### src/rtl/systolic_feed_sequencer.sv
// systolic_feed_sequencer
//   Source-side driver for a 1xK systolic MAC chain. Each start runs one tile:
//   clear the accumulators, preload K weights, stream N activation vectors, drain
//   the chain, then pulse done. The FSM runs IDLE -> CLEAR -> LOAD_W -> STREAM -> DRAIN -> DONE.
//   Every PE_* output is a register, so the effect of a cycle's state or handshake
//   shows on PE_* in the following cycle.
//
//   Optional feature: define SYSTOLIC_FEED_SKEW_EN to delay lane k by k advance cycles
//   inside this block (DRAIN then lasts ACCU_NUM-1 cycles). Without it, lanes are
//   driven unskewed and DRAIN is skipped.
//
// Ports
//   clk, reset_n              clock, synchronous active-low reset
//   start                     tile start pulse, sampled only in IDLE
//   busy, done                tile in progress / 1-cycle completion pulse
//   wet_valid/ready/data      weight stream (signed BW_WET)
//   act_valid/ready/data      activation-vector stream (ACCU_NUM signed BW_ACT lanes)
//   PE_mac_enable             chain advance enable
//   PE_clear_acc              accumulator clear
//   PE_weight_partial_sel     1 = weight on the above-input, 0 = partial sum
//   PE_wet_in                 weight / partial-sum seed into PE 0
//   PE_act_in                 per-lane activations, lane k feeds PE k
module systolic_feed_sequencer #(
    parameter int unsigned ACCU_NUM = 5,
    parameter int unsigned BN_NUM   = 10,
    parameter int unsigned BW_ACT   = 8,
    parameter int unsigned BW_WET   = 8
) (
    input  logic                     clk,
    input  logic                     reset_n,
    input  logic                     start,
    output logic                     busy,
    output logic                     done,
    input  logic                     wet_valid,
    output logic                     wet_ready,
    input  logic signed [BW_WET-1:0] wet_data,
    input  logic                     act_valid,
    output logic                     act_ready,
    input  logic signed [BW_ACT-1:0] act_data [ACCU_NUM],
    output logic                     PE_mac_enable,
    output logic                     PE_clear_acc,
    output logic                     PE_weight_partial_sel,
    output logic signed [BW_WET-1:0] PE_wet_in,
    output logic signed [BW_ACT-1:0] PE_act_in [ACCU_NUM]
);

`ifdef SYSTOLIC_FEED_SKEW_EN
    localparam int unsigned DrainLen = ACCU_NUM - 1;
`else
    localparam int unsigned DrainLen = 0;
`endif

    localparam int unsigned WcntW = $clog2(ACCU_NUM + 1);
    localparam int unsigned AcntW = $clog2(BN_NUM + 1);
    localparam int unsigned DcntW = (ACCU_NUM > 2) ? $clog2(ACCU_NUM) : 1;

    localparam logic [WcntW-1:0] WLast = WcntW'(ACCU_NUM - 1);
    localparam logic [AcntW-1:0] ALast = AcntW'(BN_NUM - 1);
    localparam logic [DcntW-1:0] DLast = DcntW'((DrainLen > 0) ? DrainLen - 1 : 0);

    typedef enum logic [2:0] {StIdle, StClear, StLoadW, StStream, StDrain, StDone} state_e;

    state_e           state_q, state_d;
    logic [WcntW-1:0] wcnt_q, wcnt_d;
    logic [AcntW-1:0] acnt_q, acnt_d;
    logic [DcntW-1:0] dcnt_q, dcnt_d;

    logic                     mac_q, clr_q, sel_q;
    logic signed [BW_WET-1:0] wet_q;

    logic wet_fire, act_fire, drain_adv, advance;

    // Readies decode the state only, never the valids.
    assign wet_ready = (state_q == StLoadW);
    assign act_ready = (state_q == StStream);
    assign busy      = (state_q != StIdle) && (state_q != StDone);
    assign done      = (state_q == StDone);

    assign wet_fire  = wet_ready && wet_valid;
    assign act_fire  = act_ready && act_valid;
    assign drain_adv = (state_q == StDrain);
    assign advance   = act_fire || drain_adv;

    always_comb begin
        state_d = state_q;
        wcnt_d  = wcnt_q;
        acnt_d  = acnt_q;
        dcnt_d  = dcnt_q;
        unique case (state_q)
            StIdle:  if (start) state_d = StClear;
            StClear: state_d = StLoadW;
            StLoadW: begin
                if (wet_valid) begin
                    if (wcnt_q == WLast) begin
                        wcnt_d  = '0;
                        state_d = StStream;
                    end else begin
                        wcnt_d = wcnt_q + 1'b1;
                    end
                end
            end
            StStream: begin
                if (act_valid) begin
                    if (acnt_q == ALast) begin
                        acnt_d  = '0;
                        // With no drain needed the tile finishes straight from STREAM.
                        state_d = (DrainLen == 0) ? StDone : StDrain;
                    end else begin
                        acnt_d = acnt_q + 1'b1;
                    end
                end
            end
            StDrain: begin
                if (dcnt_q == DLast) begin
                    dcnt_d  = '0;
                    state_d = StDone;
                end else begin
                    dcnt_d = dcnt_q + 1'b1;
                end
            end
            StDone:  state_d = StIdle;
            default: state_d = StIdle;
        endcase
    end

    always_ff @(posedge clk) begin
        if (!reset_n) begin
            state_q <= StIdle;
            wcnt_q  <= '0;
            acnt_q  <= '0;
            dcnt_q  <= '0;
        end else begin
            state_q <= state_d;
            wcnt_q  <= wcnt_d;
            acnt_q  <= acnt_d;
            dcnt_q  <= dcnt_d;
        end
    end

    // Control/weight outputs; on bubbles only mac_enable drops, the rest holds.
    always_ff @(posedge clk) begin
        if (!reset_n) begin
            mac_q <= 1'b0;
            clr_q <= 1'b0;
            sel_q <= 1'b0;
            wet_q <= '0;
        end else begin
            mac_q <= wet_fire || advance;
            clr_q <= (state_q == StClear);
            if (wet_fire) begin
                sel_q <= 1'b1;
                wet_q <= wet_data;
            end else if (advance) begin
                sel_q <= 1'b0;
                wet_q <= '0;
            end
        end
    end

    assign PE_mac_enable         = mac_q;
    assign PE_clear_acc          = clr_q;
    assign PE_weight_partial_sel = sel_q;
    assign PE_wet_in             = wet_q;

`ifdef SYSTOLIC_FEED_SKEW_EN
    // Lane k passes through k shift stages that move only on advance cycles,
    // so bubbles never bend the diagonal wavefront.
    for (genvar k = 0; k < ACCU_NUM; k++) begin : g_lane
        logic signed [BW_ACT-1:0] lane_in;
        logic signed [BW_ACT-1:0] lane_q;

        assign lane_in = act_fire ? act_data[k] : '0;

        if (k == 0) begin : g_direct
            always_ff @(posedge clk) begin
                if (!reset_n) begin
                    lane_q <= '0;
                end else if (advance) begin
                    lane_q <= lane_in;
                end
            end
        end else begin : g_delay
            logic signed [BW_ACT-1:0] sr_q [k];
            always_ff @(posedge clk) begin
                if (!reset_n) begin
                    for (int j = 0; j < k; j++) sr_q[j] <= '0;
                    lane_q <= '0;
                end else if (advance) begin
                    sr_q[0] <= lane_in;
                    for (int j = 1; j < k; j++) sr_q[j] <= sr_q[j-1];
                    lane_q <= sr_q[k-1];
                end
            end
        end

        assign PE_act_in[k] = lane_q;
    end
`else
    logic signed [BW_ACT-1:0] lane_q [ACCU_NUM];

    always_ff @(posedge clk) begin
        if (!reset_n) begin
            for (int k = 0; k < ACCU_NUM; k++) lane_q[k] <= '0;
        end else if (advance) begin
            for (int k = 0; k < ACCU_NUM; k++) lane_q[k] <= act_fire ? act_data[k] : '0;
        end
    end

    assign PE_act_in = lane_q;
`endif

endmodule

### config.mk
export PLATFORM = sky130hd
export DESIGN_NAME = systolic_feed_sequencer
export DESIGN_NICKNAME = d
export VERILOG_FILES = /design/src/rtl/systolic_feed_sequencer.sv
export SDC_FILE = /design/constraint.sdc
export NUM_CORES = 1
export LEC_CHECK = 0
export CAP_MARGIN = 10
export CELL_PAD_IN_SITES_DETAIL_PLACEMENT = 0
export CELL_PAD_IN_SITES_GLOBAL_PLACEMENT = 1
export CORE_MARGIN = 5
export CORE_UTILIZATION = 33
export CTS_CLUSTER_SIZE = 30
export DETAILED_ROUTE_END_ITERATION = 12
export PLACE_DENSITY_LB_ADDON = 0.05
export SLEW_MARGIN = 20
export SYNTH_ARGS = -nofsm -noshare
export SYNTH_HDL_FRONTEND = slang
export SYNTH_SLANG_ARGS = --single-unit
### constraint.sdc
create_clock -name clk -period 4.1 [get_ports clk]
set_clock_uncertainty 0.1 [all_clocks]
set_input_delay 0.82 -clock clk [delete_from_list [all_inputs] [get_ports clk]]
set_output_delay 0.82 -clock clk [all_outputs]
set_load 0.02 [all_outputs]
# [Yosys cells after proc, flatten, opt, wreduce, memory -nomap -nowiden]
# Cells that the tools add are included.
[totals] register_bits=64 wordCells=61 n_memories=0 out_inout_bits=55 ramBits=0 rom_bits=0 input_bits=53 latch_bits=0
[op_classes] addsub=3 mul=0 n_bitwise=0 shifts=0 eq_ne=14 div_mod_pow=0 mux=19 order_cmp=0 reduce_logical=12
[op_table] cell="8-bit 2-to-1 mux" count=7
[op_table] cell="3-bit 2-to-1 mux" count=8
[op_table] cell="3-bit case mux with 5 select lines" count=1
[op_table] cell="3-bit == test, second input constant" count=3
[op_table] cell="3-bit by 1-bit adder with 3-bit output, second input constant" count=2
[op_table] cell="3-bit by 2-bit == test with 1-bit output, second input constant" count=2
[op_table] cell="3-bit zero test" count=2
[op_table] cell="2-bit by 1-bit inequality test with 1-bit output, second input constant" count=3
[op_table] cell="2-bit inequality test, second input constant" count=3
[op_table] cell="6-bit AND reduction" count=1
[op_table] cell="4-bit by 1-bit adder with 4-bit output, second input constant" count=1
[op_table] cell="4-bit == test, second input constant" count=1
[op_table] cell="4-bit 2-to-1 mux" count=1
[op_table] cell="2-bit AND reduction" count=2
[op_table] cell="3-bit by 1-bit == test with 1-bit output, second input constant" count=1
[op_table] cell="1-bit logical AND" count=3
[op_table] cell="3-bit inequality test, second input constant" count=1
[op_table] cell="3-bit nonzero test" count=1
[op_table] cell="1-bit logical OR" count=2
[op_table] cell="1-bit 2-to-1 mux" count=2
[op_table] cell="2-bit nonzero test" count=1

# [Logic depth before layout (Yosys ltp)]
# Gate-level depths: netlist (run 1).
[logic_depth] ltp_word=5 depth_mapped=5 mapped_depth_nobuf=5

# [Worst setup path after synthesis (run 1)]
# No wires, ideal clock.
[synth_path] kind="reg-to-output" start="reg state_q[1]" end="out wet_ready" path_buffers=1 t_required_ns=3.180 slack_ns=2.075 arrival_time_ns=1.105 path_stages_with_launch=3 path_cell_list="dfxtp_1 > buf_2 > nor3b_1"
[synth_between] elab_chain_cells=1
[synth_rtl] item="start: declaration" line_no="63" text="state_e state_q, state_d;"
[synth_rtl] item="start signal: assignment" line_no="128" text="state_q <= StIdle;"
[synth_rtl] item="start signal: assignment" line_no="133" text="state_q <= state_d;"
[synth_rtl] item="3-bit by 2-bit == test with 1-bit output" line_no="74" text="assign wet_ready = (state_q == StLoadW);"
[synth_rtl] item="end: declaration" line_no="35" text="output logic wet_ready,"
# Every way passes these cells.

# [Final worst setup path (run 1)]
[layout_path] start="reg state_q[1]" end="out act_ready"
[layout_between] elab_chain_cells=1
[layout_rtl] item="3-bit by 2-bit == test with 1-bit output" line_no="75" text="assign act_ready = (state_q == StStream);"
[layout_rtl] item="end: declaration" line_no="38" text="output logic act_ready,"
# Every way passes these cells.

==> results_dict.tcl, run 1 <==
set metrics [dict create \
    outcome "complete, no violations" \
    synthCells 216 \
    whs_ps 362 \
    synth_seq_area_share 0.545 \
    switchingPower_uw 303 \
    seqPwrFrac 0.493 \
    synth-edff-count 0 \
    rows 30 \
    fin_cells 423 \
    numCtsBuffers 9 \
    ys_types 35 \
    ys_warn_count 0 \
    drtIter0Drc 61 \
    tightest_slew_ps 788 \
    hp-class "register to register" \
    initial_core_util 0.342 \
    ctsHoldBuffers 0 \
    dpl.hpwl_mm 4.33 \
    netlist_top_cells_count "dfxtp_1 (64), a22o_1 (40), a21oi_1 (11), inv_1 (10), nand3_1 (10)" \
    holdPathEnd "PE_wet_in[1]" \
    ff2ff_path_depth 4 \
    synth_fp_nets 273 \
    grt_pass1_wl_mm 9.60 \
    cts_resized 0 \
    power_density_mw_per_mm2 355 \
    cts.sinks 64 \
    whs_path_depth 2 \
    routed_wl_mm 6.22 \
    slowest_delay_ps 610 \
    netSwitchingFraction 0.233 \
    wl_met1_mm 2.80 \
    cts_max_path_buffers 2 \
    diodes 0 \
    drive_gt1_frac 0.0642 \
    track_usage 0.138 \
    drc 0 \
    die_area_mm2 0.00891 \
    syn_area_per_cell_um2 10.9 \
    wl_per_cell_um 14.7 \
    async_flop_share 0 \
    grt_start_max_net_pins 42 \
    io_pins 108 \
    met2_length_mm 2.82 \
    ir_drop_v 0.000154 \
    min_period_ps 2830 \
    root_buffer "clkbuf_8" \
    combPwrFrac 0.092 \
    finalHoldViolCount 0 \
    yosysMostFrequentCell "dfxtp_1" \
    p_leak_nw 1.35 \
    h-tree-depth 3 \
    via_count 2022 \
    grt_setup_unrepaired "false" \
    grt-ovfl-total 0 \
    min_period_over_period 0.691 \
    placed_area_mm2 0.00347 \
    clkLatencyLatePin_ps 320 \
    critical_path_required_ps 3180 \
    setup_viol 0 \
    r2r_slack_ps 2040 \
    fin_area_mm2 0.00367 \
    worst-path-buf-inv 2 \
    p_clk_frac 0.416 \
    crit_path_cell_trace "nand3b_2, inv_1, clkdlybuf4s50_1" \
    grt_pass1_vias 1980 \
    crit_fanout 14 \
    r2r-end "PE_act_in[7]" \
    tns_ps 0 \
    cts_tree "yes" \
    maxCapViolCount 0 \
    synth_area_leaders "dfxtp_1 (54%), a22o_1 (15%), o2bb2ai_1 (3.0%)" \
    cp.arrival_ps 1910 \
    core_area_mm2 0.00687 \
    worstSetupStartpointType "register" \
    fin_nets 379 \
    cp_top_family "buffers and inverters" \
    holdCritStartpoint "PE_wet_in[1]" \
    dr.max_layer_used "met4" \
    power.internal_uw 1000 \
    antenna_found_initial 0 \
    r2r-start "state_q[1]" \
    gp_congestion 0.744 \
    detail-route-antenna-nets 0 \
    die_height_um 94.4 \
    post-cts-setup-buffers 0 \
    synth_area_leader_cell "dfxtp_1" \
    synth_seq_cells 64 \
    routed_via_density 4.78 \
    clk_pin_slew_ps 70 \
    dp_cells 407 \
    fmax_mhz 353 \
    power_mw 1.30 \
    numPortBuffers 107 \
    critical_path_class "register to output port" \
    slew_viol_final 0 \
    wl_met3_um 536 \
    nFillCells 647 \
    cp_slowest_cell "dfxtp_1" \
    synth_flop_cell "dfxtp_1" \
    area_delta_synth_final_pct 56.1 \
    drt_pass1_iterations 4 \
    synthesis.area_mm2 0.00235 \
    crit_path_end_kind "output port" \
    die_w_um 94.4 \
    yosysTopAreaCellShare 0.545 \
    slew_headroom 0.475 \
]
-- cells in the final DEF (no fill, tap or decap), types with 2 or more instances in the layout --
cell type	count
o31ai_1	2
nor3b_1	3
clkdlybuf4s50_1	107
or4_1	3
buf_4	2
nand2_1	8
a21oi_1	11
nand3_1	10
ha_1	4
clkinv_2	2
o21a_1	2
nor4_1	3
clkbuf_8	10
dfxtp_1	64
a22o_1	40
inv_1	10
o21ai_0	3
o2bb2ai_1	8
nand2b_1	6
nand3b_1	3
nor2_1	6
-- how the worst max path moves through the flow --
stage / startpoint / end / slack (ps) / cells past startpoint
final: state_q[1] / act_ready / 1270 / 3
after global routing: state_q[1] / act_ready / 1130 / 3
after CTS: state_q[0] / act_ready / 1270 / 3
after detailed placement: reset_n / PE_act_in[36] / 1070 / 5
after global placement: reset_n / PE_act_in[36] / 1080 / 5
after floorplan: state_q[1] / wet_ready / 2080 / 2
-- cell families (layout without fill, tap and decap cells) --
| family | Yosys count | count (layout) | synth area share |
|---|---|---|---|
| AO/OA/AOI/OAI | 71 | 71 | 0.238 |
| flip-flops | 64 | 64 | 0.545 |
| AND/OR/NAND/NOR | 51 | 51 | 0.134 |
| buffers and inverters | 24 | 135 | 0.0548 |
| adder cells (fa/ha/maj) | 4 | 4 | 0.0213 |
| XOR/XNOR | 2 | 2 | 0.00745 |
-- power by group through the flow --
stage	clock, mW	sequential (mW)	combinational (mW)
after global placement	0	0.656	0.120
after global routing	0.589	0.643	0.128
after CTS	0.557	0.641	0.121
final	0.541	0.642	0.120
after floorplan	0	0.661	0.0407
after detailed placement	0	0.656	0.120
-- worst reg2reg max path, cell delays in order (launching register included) --
cell and delay [ps]:
dfxtp_1 610, nand4b_2 370, and3_1 310, buf_4 250, a22o_1 300
-- area by class of cell --
cell class | count | area (um^2) | share of cell area
Sequential cell | 64 | 1280 | 0.349
Timing Repair Buffer | 109 | 1090 | 0.296
Multi-Input combinational cell | 128 | 947 | 0.258
Clock buffer | 11 | 141 | 0.0385
Tap cell | 96 | 120 | 0.0327
Clock inverter | 5 | 56.3 | 0.0153
Inverter | 10 | 37.5 | 0.0102
-- sequential cells by signal, summed over array words and instances (netlist names) --
name,flops
PE_act_in,40
acnt_q,4
dcnt_q,3
wcnt_q,3
PE_weight_partial_sel,1
PE_mac_enable,1
state_q,3
PE_clear_acc,1
PE_wet_in,8
-- per-layer routing --
layer,GRT usage,vias to the layer above
li1,-,1011
met1,0.183,933
met2,0.207,71
met3,0.0470,7
met4,0.0517,0
met5,0,-
-- stage by stage --
| step | util | setup WS (ps) |
|---|---|---|
| 2_1_floorplan | - | 2080 |
| 3_3_place_gp | 0.505 | 1080 |
| 3_5_place_dp | 0.505 | 1070 |
| 4_1_cts | 0.534 | 1270 |
| 5_1_grt | 0.534 | 1130 |
| 6_report | 0.534 | 1270 |
(Power assumes the default switching activity.)
==> run 2: changes to the inputs <==
CORE_UTILIZATION = 30   (was 33)
clock period = 2.9 ns   (was 4.1 ns; I/O delays follow)
==> run 2 against run 1 <==
  * Worst setup slack worse by 980 ps
  * Clock power is 58% higher
  * Power is 49% higher
  * Sequential share of layout area is 0.75 points lower
  * Final cell count is 2.6% higher
  * Largest cell class unchanged
  * Largest power group unchanged
  * Highest routed layer unchanged
==> results_dict.tcl, run 2 (synthesis gave the netlist of run 1 again) <==
set metrics [dict create \
    grt_pass1_wl_mm 10.3 \
    worstSetupStartpointType "register" \
    via_count 2030 \
    min_period_over_period 0.900 \
    combPwrFrac 0.090 \
    grt_start_max_net_pins 42 \
    post-cts-setup-buffers 0 \
    drt_pass1_iterations 4 \
    r2r-end "PE_act_in[11]" \
    cp.arrival_ps 1930 \
    wl_per_cell_um 14.5 \
    power.internal_mw 1.51 \
    ff2ff_path_depth 4 \
    p_clk_frac 0.442 \
    numCtsBuffers 9 \
    cts.sinks 64 \
    largest_reg_flops 40 \
    switchingPower_uw 432 \
    r2r-start "state_q[2]" \
    grt_pass1_vias 2009 \
    ctsHoldBuffers 0 \
    cts_resized 0 \
    seqPwrFrac 0.468 \
    numPortBuffers 107 \
    routed_wl_mm 6.30 \
    initial_core_util 0.306 \
    tightest_slew_ps 519 \
    netSwitchingFraction 0.223 \
    crit_fanout 14 \
    die_height_um 98.5 \
    tns_ps 0 \
    power_density_mw_per_mm2 517 \
    slowest_delay_ps 620 \
    drtIter0Drc 54 \
    drc 0 \
    critical_path_required_ps 2220 \
    fin_nets 384 \
    critPathLaunch "state_q[1]" \
    hp-class "register to register" \
    h-tree-depth 3 \
    finalHoldViolCount 0 \
    dpl.hpwl_mm 4.33 \
    cts_tree "yes" \
    antenna_found_initial 0 \
    root_buffer "clkbuf_8" \
    clk_pin_slew_ps 70 \
    fmax_mhz 383 \
    critical_path_class "register to output port" \
    area_delta_synth_final_pct 59.5 \
    rows 32 \
    crit_path_end_kind "output port" \
    track_usage 0.132 \
    outcome "complete, no violations" \
    worst-path-buf-inv 2 \
    crit_path_cell_trace "nand3b_2, inv_1, clkdlybuf4s50_1" \
    detail-route-antenna-nets 0 \
    diodes 0 \
    crit_cells 3 \
    grt_setup_unrepaired "false" \
    die_area_mm2 0.00971 \
    slew_viol_final 0 \
    r2r_slack_ps 810 \
    drive_gt1_frac 0.0783 \
    nFillCells 728 \
    slew_headroom 0.649 \
    cp_slowest_cell "clkdlybuf4s50_1" \
    p_leak_nw 1.39 \
    core_area_mm2 0.00769 \
    io_pins 108 \
    routed_via_density 4.68 \
    cp_top_family "buffers and inverters" \
    cts_max_path_buffers 2 \
    grt-ovfl-total 0 \
    whs_ps 364 \
    mostFrequentLayoutCells "clkdlybuf4s50_1 (107), dfxtp_1 (64), a22o_1 (40), a21oi_1 (11)" \
    setup_viol 0 \
    final_common_cell "clkdlybuf4s50_1" \
    maxCapViolCount 0 \
    critPathCapture "act_ready" \
    min_period_ps 2610 \
    dpl_worst_slack_ps 648 \
    ir_drop_v 0.000302 \
    clkLatencyLatePin_ps 330 \
    fin_ws_ps 290 \
    gp_congestion 0.704 \
    die_w_um 98.5 \
]
[run 2: cell count changes in the layout (fill, tap and decap cells not counted), sizes merged]
| cell | delta |
|---|---|
| clkinvlp | -1 |
| buf | +5 |
| bufinv | +1 |
| clkinv | -1 |
| inv | +1 |
[run 2: through the flow]
step	power, mW	std cells	cell area, um^2	util
detailed placement	1.10	418	3530	0.459
global route	2.03	434	3750	0.488
floorplan	0.991	216	2350	-
CTS	1.98	434	3750	0.488
global placement	1.10	418	3530	0.459
finish	1.94	434	3750	0.488
[run 2: worst min-delay path by stage]
stage                           from                     to  cells past startpoint
2_1_floorplan              dcnt_q[1]              dcnt_q[1]                      2
3_3_place_gp   PE_weight_partial_sel  PE_weight_partial_sel                      1
3_5_place_dp   PE_weight_partial_sel  PE_weight_partial_sel                      1
4_1_cts        PE_weight_partial_sel  PE_weight_partial_sel                      1
5_1_grt                 PE_act_in[5]           PE_act_in[5]                      1
6_report       PE_weight_partial_sel  PE_weight_partial_sel                      1
[run 2: metal layers]
layer / vias to the layer above / track usage / wire length (um)
met3: 12 / 0.0545 / 395
met1: 932 / 0.174 / 3030
met5: - / 0 / 0
li1: 1025 / - / -
met2: 61 / 0.199 / 2800
met4: 0 / 0.0410 / 79
[run 2: layout make-up]
class	count	area (um^2)	share of cell area
multi-input cells	128	947	0.253
repair buffers	114	1140	0.303
clock buffers	11	141	0.0377
flip-flops and latches	64	1280	0.342
inverters	10	37.5	0.0100
well taps	102	128	0.0340
clock inverters	5	78.8	0.0210
[run 2: power by group through the flow]
stage	sequential, mW	clock [mW]	combinational, mW
final	0.907	0.857	0.174
after global routing	0.910	0.934	0.188
after CTS	0.907	0.892	0.177
after detailed placement	0.927	0	0.176
after global placement	0.927	0	0.176
after floorplan	0.934	0	0.0575
==> run 3: changes to the inputs <==
--- a/config.mk
+++ b/config.mk
@@ -15,3 +15,2 @@
 export PLACE_DENSITY_LB_ADDON = 0.05
-export SLEW_MARGIN = 20
 export SYNTH_ARGS = -nofsm -noshare
--- a/constraint.sdc
+++ b/constraint.sdc
@@ -4,2 +4,2 @@
 set_output_delay 0.58 -clock clk [all_outputs]
-set_load 0.02 [all_outputs]
+set_load 0.01 [all_outputs]
==> run 3 against run 2 <==
  * Register-to-register slack lost 90 ps
  * Clock power grew 12%
  * Sequential cell count stayed put
  * Count of clock-buffer cells in the layout down 1
  * Critical path depth unchanged
  * First-iteration DRC count rose by 81%
  * Power increased by 4.7%
==> results_dict.tcl, run 3 (synthesis gave the netlist of run 1 again) <==
set metrics [dict create \
    drt_pass1_iterations 4 \
    drive_gt1_frac 0.0813 \
    multi_input_area_um2 947 \
    grt_pass1_vias 1995 \
    p_leak_nw 1.41 \
    outcome "complete, no violations" \
    numPortBuffers 107 \
    detail-route-antenna-nets 0 \
    die_w_um 98.5 \
    ctsHoldBuffers 0 \
    io_pins 108 \
    wl_per_cell_um 14.4 \
    gp_congestion 0.707 \
    cts_tree "yes" \
    slew_viol_final 0 \
    mostFrequentLayoutCells "clkdlybuf4s50_1 (107), dfxtp_1 (64), a22o_1 (40), a21oi_1 (11)" \
    via_count 2063 \
    antenna_found_initial 0 \
    tightest_slew_ps 518 \
    track_usage 0.131 \
    power_mw 2.03 \
    seqCellArea_mm2 0.00128 \
    cts.sinks 64 \
    nFillCells 716 \
    drc 0 \
    grt-ovfl-total 0 \
    rows 32 \
    routed_wl_mm 6.25 \
    gr-usage-met2 0.193 \
    grt_use_met3 0.0510 \
    area_delta_synth_final_pct 60.9 \
    min_period_ps 2560 \
    initial_core_util 0.306 \
    power_density_mw_per_mm2 536 \
    cp_slowest_cell "dfxtp_1" \
    grt_setup_unrepaired "false" \
    final_common_cell "clkdlybuf4s50_1" \
    worstSetupStartpointType "register" \
    numCtsBuffers 9 \
    core_area_mm2 0.00769 \
    finalHoldViolCount 0 \
    hp-class "register to register" \
    tns_ps 0 \
    drtIter0Drc 98 \
    clkLatencyLatePin_ps 330 \
    cts_resized 0 \
    min_period_over_period 0.883 \
    post-cts-setup-buffers 0 \
    fmax_mhz 390 \
    die_area_mm2 0.00971 \
    die_height_um 98.5 \
    slowest_delay_ps 620 \
    dpl.hpwl_mm 4.38 \
    fin_nets 384 \
    crit_path_cell_trace "nand3b_2, inv_1, clkdlybuf4s50_1" \
    maxCapViolCount 0 \
    cp.arrival_ps 1880 \
    largest_reg_flops 40 \
    ir_drop_v 0.000253 \
    diodes 0 \
    cts_max_path_buffers 2 \
    h-tree-depth 3 \
    clk_pin_slew_ps 70 \
    critical_path_class "register to output port" \
    top_usage_layer "met2" \
    grt_pass1_wl_mm 10.1 \
    setup_viol 0 \
    crit_path_end_kind "output port" \
    crit_fanout 14 \
    use_met1 0.178 \
    critical_path_required_ps 2220 \
    root_buffer "clkbuf_8" \
    grt_start_max_net_pins 41 \
    slew_headroom 0.654 \
    routed_via_density 4.75 \
]
[run 3: cell count changes in the layout (fill, tap and decap cells not counted)]
cell,change
clkinv_4,+1
clkinv_2,-2
clkinvlp_4,+1
clkbuf_1,-1
bufinv_16,+1
[run 3: worst paths after layout]
path / slack (ps) / start / end / depth (start not counted)
setup / recovery: 340 / state_q[1] / act_ready / 3
hold / removal: 360 / PE_wet_in[1] / PE_wet_in[1] / 2
setup reg to reg: 720 / state_q[2] / PE_act_in[13] / 4
hold reg to reg: 360 / PE_wet_in[1] / PE_wet_in[1] / 2
[run 3: critical path, delay by kind of cell (launching register included)]
kind / cells / cell delay (ps)
flops: 1 / 620
simple gates: 1 / 260
buf+inv: 2 / 650
[run 3: stage by stage]
stage	utilization	cell area (um^2)	setup slack (ps)	hold WS, ps	std cells
floorplan	-	2350	1190	349	216
global placement	0.459	3530	609	335	418
detailed placement	0.459	3530	583	349	418
CTS	0.492	3780	305	363	434
global route	0.492	3780	157	384	434
finish	0.492	3780	339	358	434
[run 3: area by class of cell]
type	count	share of cell area
clock inverters	6	0.0304
well taps	102	0.0337
inverters	10	0.00992
clock buffers	10	0.0364
repair buffers	114	0.300
multi-input cells	128	0.250
flip-flops and latches	64	0.339
[run 3: per-layer routing]
| layer | vias to the layer above | routed length [um] |
|---|---|---|
| met4 | 0 | 39 |
| li1 | 1028 | - |
| met1 | 959 | 2910 |
| met2 | 69 | 2930 |
| met3 | 7 | 372 |
| met5 | - | 0 |
[run 3: power by group]
group | total [mW] | leakage [nW] | switching (mW) | internal, mW
Clock | 0.957 | 0.123 | 0.358 | 0.599
Sequential | 0.907 | 0.517 | 0.0150 | 0.892
Combinational | 0.165 | 0.765 | 0.0581 | 0.107
Total | 2.03 | 1.41 | 0.431 | 1.60
